`src/rtl/fifo_buffer_param_pkg.sv`:
```
// Shared constants and elaboration helpers for the parametrised FIFO.
// Holds the read-mode encodings and the address-width math used by the top and memory.
package fifo_buffer_param_pkg;

    localparam int MODE_STD  = 0;
    localparam int MODE_FWFT = 1;

    // Smallest r such that 2**r >= value; used for pointer and count widths.
    function automatic int clog2(input int value);
        int r;
        r = 0;
        for (int i = 0; i < 31; i++) begin
            if ((1 << i) < value) begin
                r = i + 1;
            end
        end
        return r;
    endfunction

    function automatic bit is_pow2(input int value);
        return (value >= 2) && ((value & (value - 1)) == 0);
    endfunction

endpackage

```
`src/rtl/fifo_mem_dp.sv`:
```
// DEPTH x DATA_W register array: one synchronous write port, one asynchronous read port.
// No reset; contents are only meaningful where the pointers say they are.
module fifo_mem_dp #(
    parameter int DATA_W = 32,
    parameter int DEPTH  = 8,
    parameter int AW     = 3
) (
    input  logic              clk,
    input  logic              i_we,
    input  logic [AW-1:0]     i_waddr,
    input  logic [DATA_W-1:0] i_wdata,
    input  logic [AW-1:0]     i_raddr,
    output logic [DATA_W-1:0] o_rdata
);

    logic [DATA_W-1:0] r_mem [DEPTH];

    always_ff @(posedge clk) begin
        if (i_we) begin
            r_mem[i_waddr] <= i_wdata;
        end
    end

    assign o_rdata = r_mem[i_raddr];

endmodule

```
`src/rtl/fifo_buffer_param.sv`:
```
// Parametrised single-clock FIFO with occupancy count, threshold flags, error pulses,
// a global enable and an optional first-word-fall-through read mode.
module fifo_buffer_param
    import fifo_buffer_param_pkg::*;
#(
    parameter int DATA_W    = 32,
    parameter int DEPTH     = 8,
    parameter int AF_THRESH = DEPTH - 2,
    parameter int AE_THRESH = 2,
    parameter int FWFT      = MODE_STD
) (
    input  logic                   clk,
    input  logic                   rst,
    input  logic                   en,
    input  logic                   we,
    input  logic                   re,
    input  logic [DATA_W-1:0]      data_in,
    output logic [DATA_W-1:0]      data_out,
    output logic                   Empty,
    output logic                   Full,
    output logic                   AlmostEmpty,
    output logic                   AlmostFull,
    output logic [clog2(DEPTH):0]  count,
    output logic                   Overflow,
    output logic                   Underflow
);

    localparam int AW = clog2(DEPTH);
    localparam int CW = AW + 1;
    localparam logic [CW-1:0] FULL_C = CW'(DEPTH);
    localparam logic [CW-1:0] AF_C   = CW'(AF_THRESH);
    localparam logic [CW-1:0] AE_C   = CW'(AE_THRESH);
    localparam bit IS_FWFT = (FWFT == MODE_FWFT);

    if (DATA_W < 1) begin : g_chk_width
        $error("fifo_buffer_param: DATA_W must be >= 1");
    end
    if (!is_pow2(DEPTH)) begin : g_chk_depth
        $error("fifo_buffer_param: DEPTH must be a power of 2 and >= 2");
    end
    if (!(AE_THRESH < AF_THRESH && AF_THRESH <= DEPTH)) begin : g_chk_thresh
        $error("fifo_buffer_param: thresholds must satisfy AE_THRESH < AF_THRESH <= DEPTH");
    end

    logic [AW-1:0]     r_wr_ptr;
    logic [AW-1:0]     r_rd_ptr;
    logic [CW-1:0]     r_count;
    logic [DATA_W-1:0] r_data_out;
    logic              r_overflow;
    logic              r_underflow;

    logic              w_empty;
    logic              w_full;
    logic              w_wr_ok;
    logic              w_rd_ok;
    logic [CW-1:0]     w_count_next;
    logic [DATA_W-1:0] w_rd_data;

    assign w_empty = (r_count == '0);
    assign w_full  = (r_count == FULL_C);

    // A full FIFO still accepts a write when the same edge frees a slot by reading.
    assign w_wr_ok = we & (~w_full | re);
    assign w_rd_ok = re & ~w_empty;

    always_comb begin
        w_count_next = r_count;
        case ({w_wr_ok, w_rd_ok})
            2'b10:   w_count_next = r_count + CW'(1);
            2'b01:   w_count_next = r_count - CW'(1);
            default: w_count_next = r_count;
        endcase
    end

    fifo_mem_dp #(
        .DATA_W (DATA_W),
        .DEPTH  (DEPTH),
        .AW     (AW)
    ) u_mem (
        .clk     (clk),
        .i_we    (en & w_wr_ok),
        .i_waddr (r_wr_ptr),
        .i_wdata (data_in),
        .i_raddr (r_rd_ptr),
        .o_rdata (w_rd_data)
    );

    // r_data_out is the read register in standard mode and the last-popped word in FWFT mode.
    always_ff @(posedge clk) begin
        if (!rst) begin
            r_wr_ptr    <= '0;
            r_rd_ptr    <= '0;
            r_count     <= '0;
            r_data_out  <= '0;
            r_overflow  <= 1'b0;
            r_underflow <= 1'b0;
        end else if (!en) begin
            r_overflow  <= 1'b0;
            r_underflow <= 1'b0;
        end else begin
            if (w_wr_ok) begin
                r_wr_ptr <= r_wr_ptr + AW'(1);
            end
            if (w_rd_ok) begin
                r_rd_ptr   <= r_rd_ptr + AW'(1);
                r_data_out <= w_rd_data;
            end
            r_count     <= w_count_next;
            r_overflow  <= we & ~w_wr_ok;
            r_underflow <= re & ~w_rd_ok;
        end
    end

    assign data_out    = (IS_FWFT && !w_empty) ? w_rd_data : r_data_out;
    assign Empty       = w_empty;
    assign Full        = w_full;
    assign AlmostEmpty = (r_count <= AE_C);
    assign AlmostFull  = (r_count >= AF_C);
    assign count       = r_count;
    assign Overflow    = r_overflow;
    assign Underflow   = r_underflow;

endmodule
```
`config.mk`:
```
export PLATFORM = sky130hd
export DESIGN_NAME = fifo_buffer_param
export DESIGN_NICKNAME = d
export VERILOG_FILES = /design/src/rtl/fifo_buffer_param_pkg.sv /design/src/rtl/fifo_mem_dp.sv /design/src/rtl/fifo_buffer_param.sv
export SDC_FILE = /design/constraint.sdc
export NUM_CORES = 1
export LEC_CHECK = 0
export ABC_CLOCK_PERIOD_IN_PS = 5730
export CAP_MARGIN = 20
export CORE_UTILIZATION = 55
export CTS_CLUSTER_SIZE = 20
export DETAILED_ROUTE_END_ITERATION = 6
export PLACE_DENSITY = 0.75
export SLEW_MARGIN = 20
export SYNTH_ARGS = -nofsm -noshare
export SYNTH_HDL_FRONTEND = slang
export SYNTH_SLANG_ARGS = --single-unit
```
`constraint.sdc`:
```
create_clock -name clk -period 5.73 [get_ports clk]
set_clock_uncertainty 0.15 [all_clocks]
set_input_delay 1.146 -clock clk [delete_from_list [all_inputs] [get_ports clk]]
set_output_delay 1.146 -clock clk [all_outputs]
set_load 0.02 [all_outputs]
```
Word-level counts from Yosys, hierarchy flattened
Memories as Yosys holds them, arrays and structs flattened. A register that Yosys moved wholly into a read port is not among the register bits. Index checks and enable logic that the tools add are counted.

Flip-flop bits (word level): 12. RAM bits: 256. Memories: 1. Input port bits: 37.

Memories: u_mem.r_mem (words 8, width 32, read ports 1, clocked after Yosys merged registers in 1, wr ports 1, RTL line fifo_mem_dp.sv:16) `logic [DATA_W-1:0] r_mem [DEPTH];`.

$add $sub $neg: 4. Bitwise operators: 10. Equality and inequality tests: 3. Magnitude comparators: 2. Multiplexer cells: 3. Reduce and logical (&&, ||, !) cells: 7.

Operators by type and width (number): 4-bit one-hot mux with 2 select lines (1); 2-bit AND reduction (4); 3-bit by 1-bit adder with 3-bit output (second input constant) (2); 1-bit bitwise AND (5); 4-bit by 1-bit adder with 4-bit output (second input constant) (1); 4-bit equality test (second input constant) (1); 4-bit by 3-bit >= comparator with 1-bit output (second input constant) (1); 4-bit by 2-bit less-or-equal comparator with 1-bit output (second input constant) (1); 4-bit logical NOT (1); 1-bit inverter (4); 4-bit by 1-bit subtractor with 4-bit output (second input constant) (1); 2-bit by 1-bit equality test with 1-bit output (second input constant) (1); 2-bit equality test (second input constant) (1); 1-bit 2-to-1 mux (2); 2-bit nonzero test (1); 1-bit logical NOT (1); 1-bit OR (1).

Depth between registers and ports, before layout
Depth after elaboration: 7. Gate-level depth with buffers: 11.

Modules after synthesis
From an unflattened synthesis, not the netlist that was laid out.

Cells, all modules: 597. Area total of the unflattened synthesis: 11658.7 um^2.

Modules (own cells, without submodules): fifo_mem_dp (times used 1, cells an instance 383, area an instance 9825.7 um^2); fifo_buffer_param (times used 1, cells an instance 214, area an instance 1833.0 um^2).

Least setup slack after synthesis
OpenSTA, ideal clock, no wires.

Path type: in2reg. From: in en. To: mem u_mem.r_mem[0][0] (enable). Setup slack: 0.451 ns. Buffers on the path: 1. Required time: 5.079 ns. Data arrival time: 4.628 ns. Stages: 3. Cell sequence: clkbuf_1 nand2b_1 nor4_1.

Word-level cells in the longest chain between the ends: 3.

Ends and longest elaborated chain: start, declared (RTL line fifo_buffer_param.sv:14) `input logic en,`; 1-bit bitwise AND (RTL line fifo_buffer_param.sv:81) `.i_we (en & w_wr_ok),`; 1-bit 2-to-1 mux (RTL line fifo_mem_dp.sv:19) `if (i_we) begin`; 1-bit 2-to-1 mux (implied by the code) (RTL line fifo_mem_dp.sv:20) `r_mem[i_waddr] <= i_wdata;`; end, declared (RTL line fifo_mem_dp.sv:16).

No other way between the ends.

Worst setup path after layout
From: reg r_count[1] (netlist: count[1]). To: out Full.

Word-level cells in the longest chain between the ends: 1.

Ends and longest elaborated chain: start, declared (RTL line fifo_buffer_param.sv:47) `logic [CW-1:0] r_count;`; start signal, assigned (RTL line fifo_buffer_param.sv:108) `r_count <= w_count_next;`; 4-bit equality test (RTL line fifo_buffer_param.sv:60) `assign w_full = (r_count == FULL_C);`; end, declared (RTL line fifo_buffer_param.sv:20) `output logic Full,`.

No other way between the ends.

==> impl_metrics.env <==
export IMPL_diodes=0
export IMPL_placed_cell_area_um2=12200
export IMPL_final_util_pct=67.2
export IMPL_reg2reg_to="count[2]"
export IMPL_slew_headroom_pct=28.9
export IMPL_hpwl_um=11300
export IMPL_layout_nets=694
export IMPL_cts_tree="built"
export IMPL_min_to="data_out[8]"
export IMPL_die_area_um2=20900
export IMPL_initial_utilization_pct=56.7
export IMPL_synth_area_leader_cell="edfxtp_1"
export IMPL_vdd_drop_max_mv=0.219
export IMPL_syn_area_um2=11200
export IMPL_routed_wl_um=22400
export IMPL_switchingPower_mw=0.982
export IMPL_io_pins=79
export IMPL_synth_area_leaders="edfxtp_1, mux4_2, dfxtp_1"
export IMPL_clk_pin_slew_worst_paths_ns=0.06
export IMPL_drt_iter0_drc=414
export IMPL_async_flop_share_pct=0
export IMPL_critPathKind="flip-flop to primary output"
export IMPL_switching_share_pct=20.8
export IMPL_hold_path_class="flip-flop to flip-flop"
export IMPL_vias_per_cell=5.98
export IMPL_hold_path_cell_count=2
export IMPL_grt_setup_unrepaired="false"
export IMPL_internal_power_mw=3.74
export IMPL_worst_pin_slew_ns=1.06
export IMPL_syn_to_final_growth_pct=18.5
export IMPL_fmax_mhz=285
export IMPL_cp_arrival_ns=2.21
export IMPL_drive_above_1_share_pct=20.9
export IMPL_tns_ns=0
export IMPL_pwr_share_seq_pct=52.0
export IMPL_grt_pass1_wl_um=34100
export IMPL_seq_area_frac_synth_pct=76.7
export IMPL_die_y_um=145
export IMPL_place_congestion=0.683
export IMPL_num_rows=51
export IMPL_critPathMaxFanout=12
export IMPL_cts_path_max_buffers=3
export IMPL_port_buffers=78
export IMPL_run_status="completed"
export IMPL_clock_latency_ns=0.55
export IMPL_syn_nets=606
export IMPL_avgSynthCellArea_um2=19.8
export IMPL_synth_top_cell_area_share_pct=68.8
export IMPL_p_clk_share_pct=41.3
export IMPL_ys_warnings_count=0
export IMPL_cts_sinks=300
export IMPL_vias=5623
export IMPL_p_comb_share_pct=6.7
export IMPL_setup_violations=0
export IMPL_r2r_start="count[1]"
export IMPL_total_power_mw=4.72
export IMPL_ctsHoldBuffers=0
export IMPL_synth_edf_count=256
export IMPL_cts_inserted_buffers=29
export IMPL_synthDistinctLibCells=39
export IMPL_postRouteAntennaNets=0
export IMPL_grt_overflow_total=0
export IMPL_layout_min_cycle_time_ns=3.51
export IMPL_slew_viol_final=0
export IMPL_drv_cap=0
export IMPL_cp_start_kind="flip-flop"
export IMPL_core_um2=19700
export IMPL_n_fill_cell=1237
export IMPL_hold_viol=0
export IMPL_antenna_found_initial=0
export IMPL_grt_max_degree=47
export IMPL_drt_first_pass_iters=5
export IMPL_htreeDepth=1
export IMPL_power_density_nw_per_um2=357
export IMPL_drc_errors=0
export IMPL_dp_slack_ns=1.79
export IMPL_die_w_um=145
export IMPL_endpoint_kind="primary output"
export IMPL_ff2ff_setup_slack_ns=2.50
export IMPL_drt_wirelength_per_cell_um=23.8
export IMPL_design_area_um2=13200
export IMPL_cts_setup_buffers=0
export IMPL_ctsResizeCount=0
export IMPL_grt_total_usage_pct=22.7
export IMPL_grt_pass1_vias=5807
export IMPL_synth_main_ff_cell="edfxtp_1"
export IMPL_ys_seq_elements=300
export IMPL_synth_most_common_cell="edfxtp_1"
export IMPL_cts_root_buf="clkbuf_16"
export IMPL_layout_setup_ws_ns=2.22
export IMPL_cp_data_required_time_ns=4.43
export IMPL_period_share_pct=61.3
export IMPL_synthTopCellsByCount="edfxtp_1, mux4_2, dfxtp_1, nor2_1, o22ai_1"
export IMPL_synth_cells=564
export IMPL_min_from="data_out[8]"
export IMPL_leakagePower_nw=4.20
export IMPL_reg2reg_depth=9
-- worst max path at each step --
| stage | cells after the start | from | slack, ns | endpoint |
|---|---|---|---|---|
| after floorplan | 3 | en | 0.45 | u_mem.r_mem[0][0] |
| after global placement | 9 | re | 1.93 | count[2] |
| after detailed placement | 9 | re | 1.79 | count[2] |
| after CTS | 3 | count[3] | 2.20 | Full |
| after global routing | 9 | re | 2.13 | count[2] |
| final | 3 | count[1] | 2.22 | Full |
-- worst max-delay path: stages, from the launching register on --
cell and delay (ns):
dfxtp_1 0.42, or4b_4 0.59, inv_1 0.07, clkdlybuf4s50_1 0.60
-- metrics by stage --
step	std cells	hold WS, ns
5_1_grt	940	0.377
6_report	940	0.348
3_5_place_dp	886	0.336
2_1_floorplan	564	0.353
3_3_place_gp	886	0.332
4_1_cts	940	0.353
-- registers in the layout (all words and copies together) (netlist names) --
name,flops
Overflow,1
Underflow,1
count,4
data_out,32
r_rd_ptr,3
r_wr_ptr,3
u_mem.r_mem,256
-- layer usage --
| metal | GRT usage, % | share of wire (%) | up-vias | wire length, µm |
|---|---|---|---|---|
| li1 | - | - | 2477 | - |
| met1 | 29.7 | 41 | 2888 | 9070 |
| met2 | 39.6 | 52 | 228 | 11500 |
| met3 | 3.61 | 6.2 | 30 | 1390 |
| met4 | 6.32 | 1.7 | 0 | 372 |
| met5 | 0 | 0 | - | 0 |
-- final cells by class --
| cell class | instances | area, µm² | area share, % |
|---|---|---|---|
| clock buffer | 37 | 806 | 6.08 |
| clock inverter | 17 | 188 | 1.42 |
| inverter | 3 | 11.3 | 0.0850 |
| multi-input combinational | 228 | 2450 | 18.5 |
| sequential | 300 | 8570 | 64.7 |
| tap | 265 | 332 | 2.50 |
| timing repair buffer | 90 | 878 | 6.63 |
-- cell usage in the layout (no fill, tap or decap), drive strengths merged, types with 8 or more instances in the layout --
| cell | n |
|---|---|
| edfxtp | 256 |
| nor2 | 33 |
| mux4 | 64 |
| clkbuf | 37 |
| dfxtp | 44 |
| clkinv | 10 |
| o21ai | 37 |
| nand2 | 8 |
| clkdlybuf4s50 | 77 |
| o22ai | 32 |
| buf | 13 |
-- logic make-up (layout without fill, tap and decap cells) --
group                    Yosys count  in the layout  synth area share (%)
XOR/XNOR                           6              6                 0.470
AND/OR/NAND/NOR                   72             72                  3.17
flip-flops                       300            300                  76.7
multiplexers                      66             66                  13.1
AO/OA/AOI/OAI                     79             79                  4.28
buffers and inverters             36            147                  1.78
adder cells (fa/ha/maj)            5              5                 0.560
-- power by group through the flow --
stage	sequential (mW)	clock [mW]	combinational (mW)
floorplan	2.51	0	0.175
global placement	2.50	0	0.309
detailed placement	2.50	0	0.317
CTS	2.46	1.98	0.320
global route	2.46	2.06	0.342
finish	2.46	1.95	0.317
Power figures use the tool's default switching activity.
